===== src/rtl/wb_pkg.sv =====
// Shared widths, arbiter source select and the write request record used
// by the register-file write-side front end.
package wb_pkg;

   localparam int XLEN     = 32;
   localparam int REG_AW   = 5;
   localparam int NUM_REGS = 1 << REG_AW;

   typedef enum logic [1:0] {
      WB_NONE,
      WB_ALU,
      WB_LOAD
   } wb_src_e;

   typedef struct packed {
      logic [REG_AW-1:0] rd;
      logic [XLEN-1:0]   data;
   } wb_req_t;

   // x0 never reads as pending, whatever its scoreboard bit holds.
   function automatic logic reg_hit(input logic [NUM_REGS-1:0] bits,
                                    input logic [REG_AW-1:0]   r);
      return (r != '0) && bits[r];
   endfunction

endpackage


===== src/rtl/wb_fifo.sv =====
// Synchronous FIFO for buffered load returns; pointers carry one extra
// wrap bit so full and empty are told apart without a separate flag.
module wb_fifo
   import wb_pkg::*;
#(
   parameter int  DEPTH = 4,
   parameter type T     = wb_req_t
) (
   input  logic                     clk,
   input  logic                     rst,
   input  logic                     push,
   input  logic                     pop,
   input  T                         wdata,
   output T                         rdata,
   output logic                     full,
   output logic                     empty,
   output logic [$clog2(DEPTH):0]   count
);

   localparam int AW = $clog2(DEPTH);

   logic [AW:0] wr_ptr;
   logic [AW:0] rd_ptr;
   T            mem [DEPTH];

   always_ff @(posedge clk or posedge rst) begin
      if (rst) begin
         wr_ptr <= '0;
         rd_ptr <= '0;
      end else begin
         if (push && !full) begin
            wr_ptr <= wr_ptr + 1'b1;
         end
         if (pop && !empty) begin
            rd_ptr <= rd_ptr + 1'b1;
         end
      end
   end

   // Storage needs no reset: an entry is only read after it was written.
   always_ff @(posedge clk) begin
      if (push && !full) begin
         mem[wr_ptr[AW-1:0]] <= wdata;
      end
   end

   assign count = wr_ptr - rd_ptr;
   assign empty = (wr_ptr == rd_ptr);
   assign full  = (count == (AW+1)'(DEPTH));
   assign rdata = mem[rd_ptr[AW-1:0]];

endmodule


===== src/rtl/wb_arbiter.sv =====
// Write-side front end of the register file: merges ALU results and
// buffered load returns onto one write port and tracks pending loads.
module wb_arbiter
   import wb_pkg::*;
#(
   parameter int FIFO_DEPTH = 4,
   parameter int STARVE_MAX = 3
) (
   input  logic              clk,
   input  logic              rst,
   input  logic              alu_valid,
   output logic              alu_ready,
   input  logic [REG_AW-1:0] alu_rd,
   input  logic [XLEN-1:0]   alu_data,
   input  logic              ld_valid,
   output logic              ld_ready,
   input  logic [REG_AW-1:0] ld_rd,
   input  logic [XLEN-1:0]   ld_data,
   input  logic              iss_valid,
   input  logic [REG_AW-1:0] iss_rd,
   input  logic [REG_AW-1:0] chk_rs1,
   input  logic [REG_AW-1:0] chk_rs2,
   output logic              stall,
   output logic              w_en,
   output logic [REG_AW-1:0] rd,
   output logic [XLEN-1:0]   rdv
);

   localparam int FAW = $clog2(FIFO_DEPTH);
   localparam int SW  = $clog2(STARVE_MAX + 1);

   logic [NUM_REGS-1:0] pend;
   logic [NUM_REGS-1:0] pend_next;
   logic [SW-1:0]       starve_cnt;
   logic [SW-1:0]       starve_next;
   wb_src_e             out_src;
   wb_src_e             src_sel;
   wb_req_t             out_req;
   wb_req_t             out_next;
   wb_req_t             fifo_head;
   wb_req_t             ld_req;
   logic                alu_win;
   logic                fifo_push;
   logic                fifo_pop;
   logic                fifo_full;
   logic                fifo_empty;
   logic [FAW:0]        fifo_count;

   assign ld_req    = '{rd: ld_rd, data: ld_data};
   assign fifo_push = ld_valid && !fifo_full && (ld_rd != '0);
   assign ld_ready  = (fifo_count < (FAW+1)'(FIFO_DEPTH));

   wb_fifo #(
      .DEPTH (FIFO_DEPTH),
      .T     (wb_req_t)
   ) u_fifo (
      .clk   (clk),
      .rst   (rst),
      .push  (fifo_push),
      .pop   (fifo_pop),
      .wdata (ld_req),
      .rdata (fifo_head),
      .full  (fifo_full),
      .empty (fifo_empty),
      .count (fifo_count)
   );

   // A forced drain needs no special case: with alu_ready low the ALU
   // cannot win, so a non-empty FIFO pops that cycle.
   always_comb begin
      alu_win  = alu_valid && alu_ready && (alu_rd != '0);
      fifo_pop = !alu_win && !fifo_empty;
      src_sel  = WB_NONE;
      out_next = '0;
      if (alu_win) begin
         src_sel  = WB_ALU;
         out_next = '{rd: alu_rd, data: alu_data};
      end else if (fifo_pop) begin
         src_sel  = WB_LOAD;
         out_next = fifo_head;
      end
      starve_next = (alu_win && !fifo_empty) ? starve_cnt + 1'b1 : '0;
   end

   // The clear targets the load currently on the outputs; an issue to the
   // same register in that cycle is applied last so it wins.
   always_comb begin
      pend_next = pend;
      if (out_src == WB_LOAD) begin
         pend_next[out_req.rd] = 1'b0;
      end
      if (iss_valid && (iss_rd != '0)) begin
         pend_next[iss_rd] = 1'b1;
      end
   end

   always_ff @(posedge clk or posedge rst) begin
      if (rst) begin
         out_src    <= WB_NONE;
         out_req    <= '0;
         pend       <= '0;
         starve_cnt <= '0;
         alu_ready  <= 1'b1;
      end else begin
         out_src    <= src_sel;
         out_req    <= out_next;
         pend       <= pend_next;
         starve_cnt <= starve_next;
         alu_ready  <= (starve_next != SW'(STARVE_MAX));
      end
   end

   assign w_en  = (out_src != WB_NONE);
   assign rd    = out_req.rd;
   assign rdv   = out_req.data;
   assign stall = reg_hit(pend, chk_rs1) || reg_hit(pend, chk_rs2);

endmodule


===== config.mk =====
export PLATFORM = sky130hd
export DESIGN_NAME = wb_arbiter
export DESIGN_NICKNAME = d
export VERILOG_FILES = /design/src/rtl/wb_pkg.sv /design/src/rtl/wb_fifo.sv /design/src/rtl/wb_arbiter.sv
export SDC_FILE = /design/constraint.sdc
export NUM_CORES = 1
export LEC_CHECK = 0
export BUFFER_PORTS_ARGS = -buffer_cell sky130_fd_sc_hd__buf_4
export CAP_MARGIN = 20
export CORE_MARGIN = 4
export CORE_UTILIZATION = 40
export CTS_BUF_LIST = sky130_fd_sc_hd__clkbuf_8
export CTS_CLUSTER_SIZE = 40
export DETAILED_ROUTE_END_ITERATION = 6
export PLACE_DENSITY = 0.67
export SETUP_SLACK_MARGIN = 0.2
export SLEW_MARGIN = 30
export SYNTH_ARGS = -nofsm -noshare
export SYNTH_HDL_FRONTEND = slang
export SYNTH_SLANG_ARGS = --single-unit

===== constraint.sdc =====
create_clock -name clk -period 6.05 [get_ports clk]
set_input_delay 0.605 -clock clk [delete_from_list [all_inputs] [get_ports clk]]
set_output_delay 0.605 -clock clk [all_outputs]
set_load 0.02 [all_outputs]

==> run metrics <==
outcome complete, no violations; die height 160 microns; pin count of the biggest net entering global routing 80; Worst Hold Class input port to asynchronous set/reset pin; Initial Util 0.407; CTS Hold Buffers Added 0; PostCTS Resize Cnt 0; diodes inserted 0; area fraction of the dominant cell type after synthesis 0.483; Net Count, Synth 682; Post-synth top cells edfxtp_1 (148), o21ai_0 (99), nand2_1 (82); RSZ-0062 raised after global routing false; post-route ant nets 0; maximum VDD drop 248 uV; Synth area leader edfxtp_1; Syn Inst Count 581; Worst R2R Start u_fifo.rd_ptr[1]; vias per cell 5.37; Root Driver clkbuf_8; crit path kind flop to primary output; Final WS setup 2.75 ns; Max Buffers Root-to-Sink 3; post-synthesis sequential area ratio 0.698; Final Setup Violations 0; clk_lat worst skew 0.52 ns; Ys Warns 0; footprint of the multi-input gates 0.00263 sq mm; Final Skew 0.0247 ns; GRT Util Overall 0.157; worst slew pin tran 0.935 ns; min Tclk post-route 3.30 ns; Avg Synthesized Cell Area 15.8 sq um; crit path DAT 2.69 ns; CTS tree yes; setup TNS 0 ns; fmax 303 MHz; die area 0.0255 sq mm; FF/Latch Area 0.00642 sq mm; Cell Area, Synth 0.00921 sq mm; Worst setup SP type flop; Hold Fails Final Rpt 0; slowest CP cell dfrtp_2; Core Area 0.0226 sq mm; layout cells sized above 1 0.335; initial antenna violation count 0; leakage 0.00426 uW; Nets 829; Primary FF master, synth edfxtp_1; Post-synth EDFFs 148; Total Wirelength 20.2 mm; crit path capture type primary output; Crit path largest cell delay 0.98 ns; number of remaining DRC errors 0; clk sinks 227; GRT overflow 0; top-count cell post-synth edfxtp_1; Post-DP HPWL 13.2 mm; CTS H-tree depth 2; PD cells 488 mW/mm^2; drt wl/cell 19.5 microns; maxcap violations 0; total setup buffers inserted after CTS 0; normalized max-slew margin 0.377; Critical Path RT 5.44 ns; Fillers 1,929; async set or reset register ratio after synthesis 0.348; #FFs+latches synth 227; Via Count 5,586; Reg clk slew, reported paths 0.06 ns; gpl congestion 0.895; final worst path period share 0.545; Rows 55; Pins Over Slew Limit 0; Reg2Reg Depth 6; # IOs 135; critical path launch point u_fifo.rd_ptr[1]; width of the chip 160 microns; Post-Place Setup Slack 2.70 ns; I/O Buffers 134; Critical Path, Cell by Cell inv_1 -> ha_1 -> nand2b_1 -> and3_1 -> or2_2 -> buf_4; first-pass GRT wire length 32.1 mm; vias in the first global route 6,123; top post-synthesis cells by area edfxtp_1 (48%), dfrtp_1 (21%), mux4_2 (11%); crit-path max FO 39; Unique masters post-synth 43; TritonCTS Buffers 36; area grow syn2layout 21.6%; DRT Pass-1 Iters 5; DRT iter0 DRCs 297
==> metrics by stage <==
step	hold slack (ns)	util	cells	total power [uW]	area (sq um)
4_1_cts	0.261	0.494	1041	5530	11200
3_3_place_gp	0.401	0.462	975	4170	10500
5_1_grt	0.252	0.495	1041	5800	11200
6_report	0.286	0.495	1041	5460	11200
2_1_floorplan	0.391	-	581	3550	9210
3_5_place_dp	0.418	0.462	975	4230	10500
==> layout make-up <==
cell class	instances	area share
inverters	8	0.00279
multi-input cells	318	0.235
clock inverters	25	0.0141
clock buffers	41	0.0504
flip-flops and latches	227	0.574
well taps	285	0.0319
repair buffers	137	0.0922
==> registers in the layout (all words and copies together) (netlist names) <==
name           count
rd                 5
alu_ready          1
u_fifo.mem       148
starve_cnt         2
pend              31
rdv               32
u_fifo.rd_ptr      3
u_fifo.wr_ptr      3
out_src            2
==> final timing paths <==
check | endpoint | slack [ns]
min | rdv[29] | 0.29
max | ld_ready | 2.75
max in group asynchronous | u_fifo.rd_ptr[1] | 5.20
min in group clk | rdv[28] | 0.29
max reg2reg | u_fifo.mem[0][27] | 3.02
min reg2reg | alu_ready | 0.43
==> logic make-up (layout without fill, tap and decap cells) <==
family          Yosys count  in the layout  share of synthesized area
compound gates          114            114                     0.0671
buf+inv                  36            211                     0.0192
mux                      57             57                      0.132
xor+xnor                  6              6                    0.00571
flops                   227            227                      0.698
simple gates            134            134                     0.0686
fa+ha+maj                 7              7                    0.00951
==> critical path, delay by kind of cell (launching register included) <==
family                     cells  cell delay (ns)
adders and majority gates      1             0.35
DFF                            1             0.98
buffers and inverters          2             0.30
and+or+nand+nor                3             0.54
==> where the power goes <==
part	leakage [uW]	switching, uW	total [uW]	internal [uW]
registers	0.00224	268	2430	2170
clock network	0.000426	569	1280	709
logic	0.00158	976	1750	775
==> placed cells by master (no fill, tap or decap), drive strengths merged, types with 2 or more instances in the layout <==
cell,netlist,routed
edfxtp,148,148
buf,16,137
o21ai,99,99
nand2,82,82
dfrtp,78,78
mux4,50,50
clkbuf,12,41
inv,8,22
nand3b,9,9
nor2,9,9
clkinv,0,9
ha,7,7
mux2,5,5
or3b,4,4
xor2,4,4
and2,4,4
nor2b,4,4
nand3,3,3
nand2b,3,3
or3,3,3
or2,3,3
a2111oi,3,3
nor3,2,2
and3,2,2
a32o,2,2
mux2i,2,2
nor3b,2,2
a221oi,2,2
o2111ai,2,2
xnor2,2,2
bufinv,0,2
a21oi,2,2
==> layer usage <==
| metal | routed length [microns] | up-vias | GRT usage |
|---|---|---|---|
| met5 | 0 | - | 0 |
| met4 | 410 | 0 | 0.0568 |
| met3 | 1360 | 33 | 0.0392 |
| met2 | 10100 | 216 | 0.263 |
| met1 | 8420 | 2813 | 0.201 |
| li1 | - | 2524 | - |
Note: power is estimated with default switching activity, not from simulation.
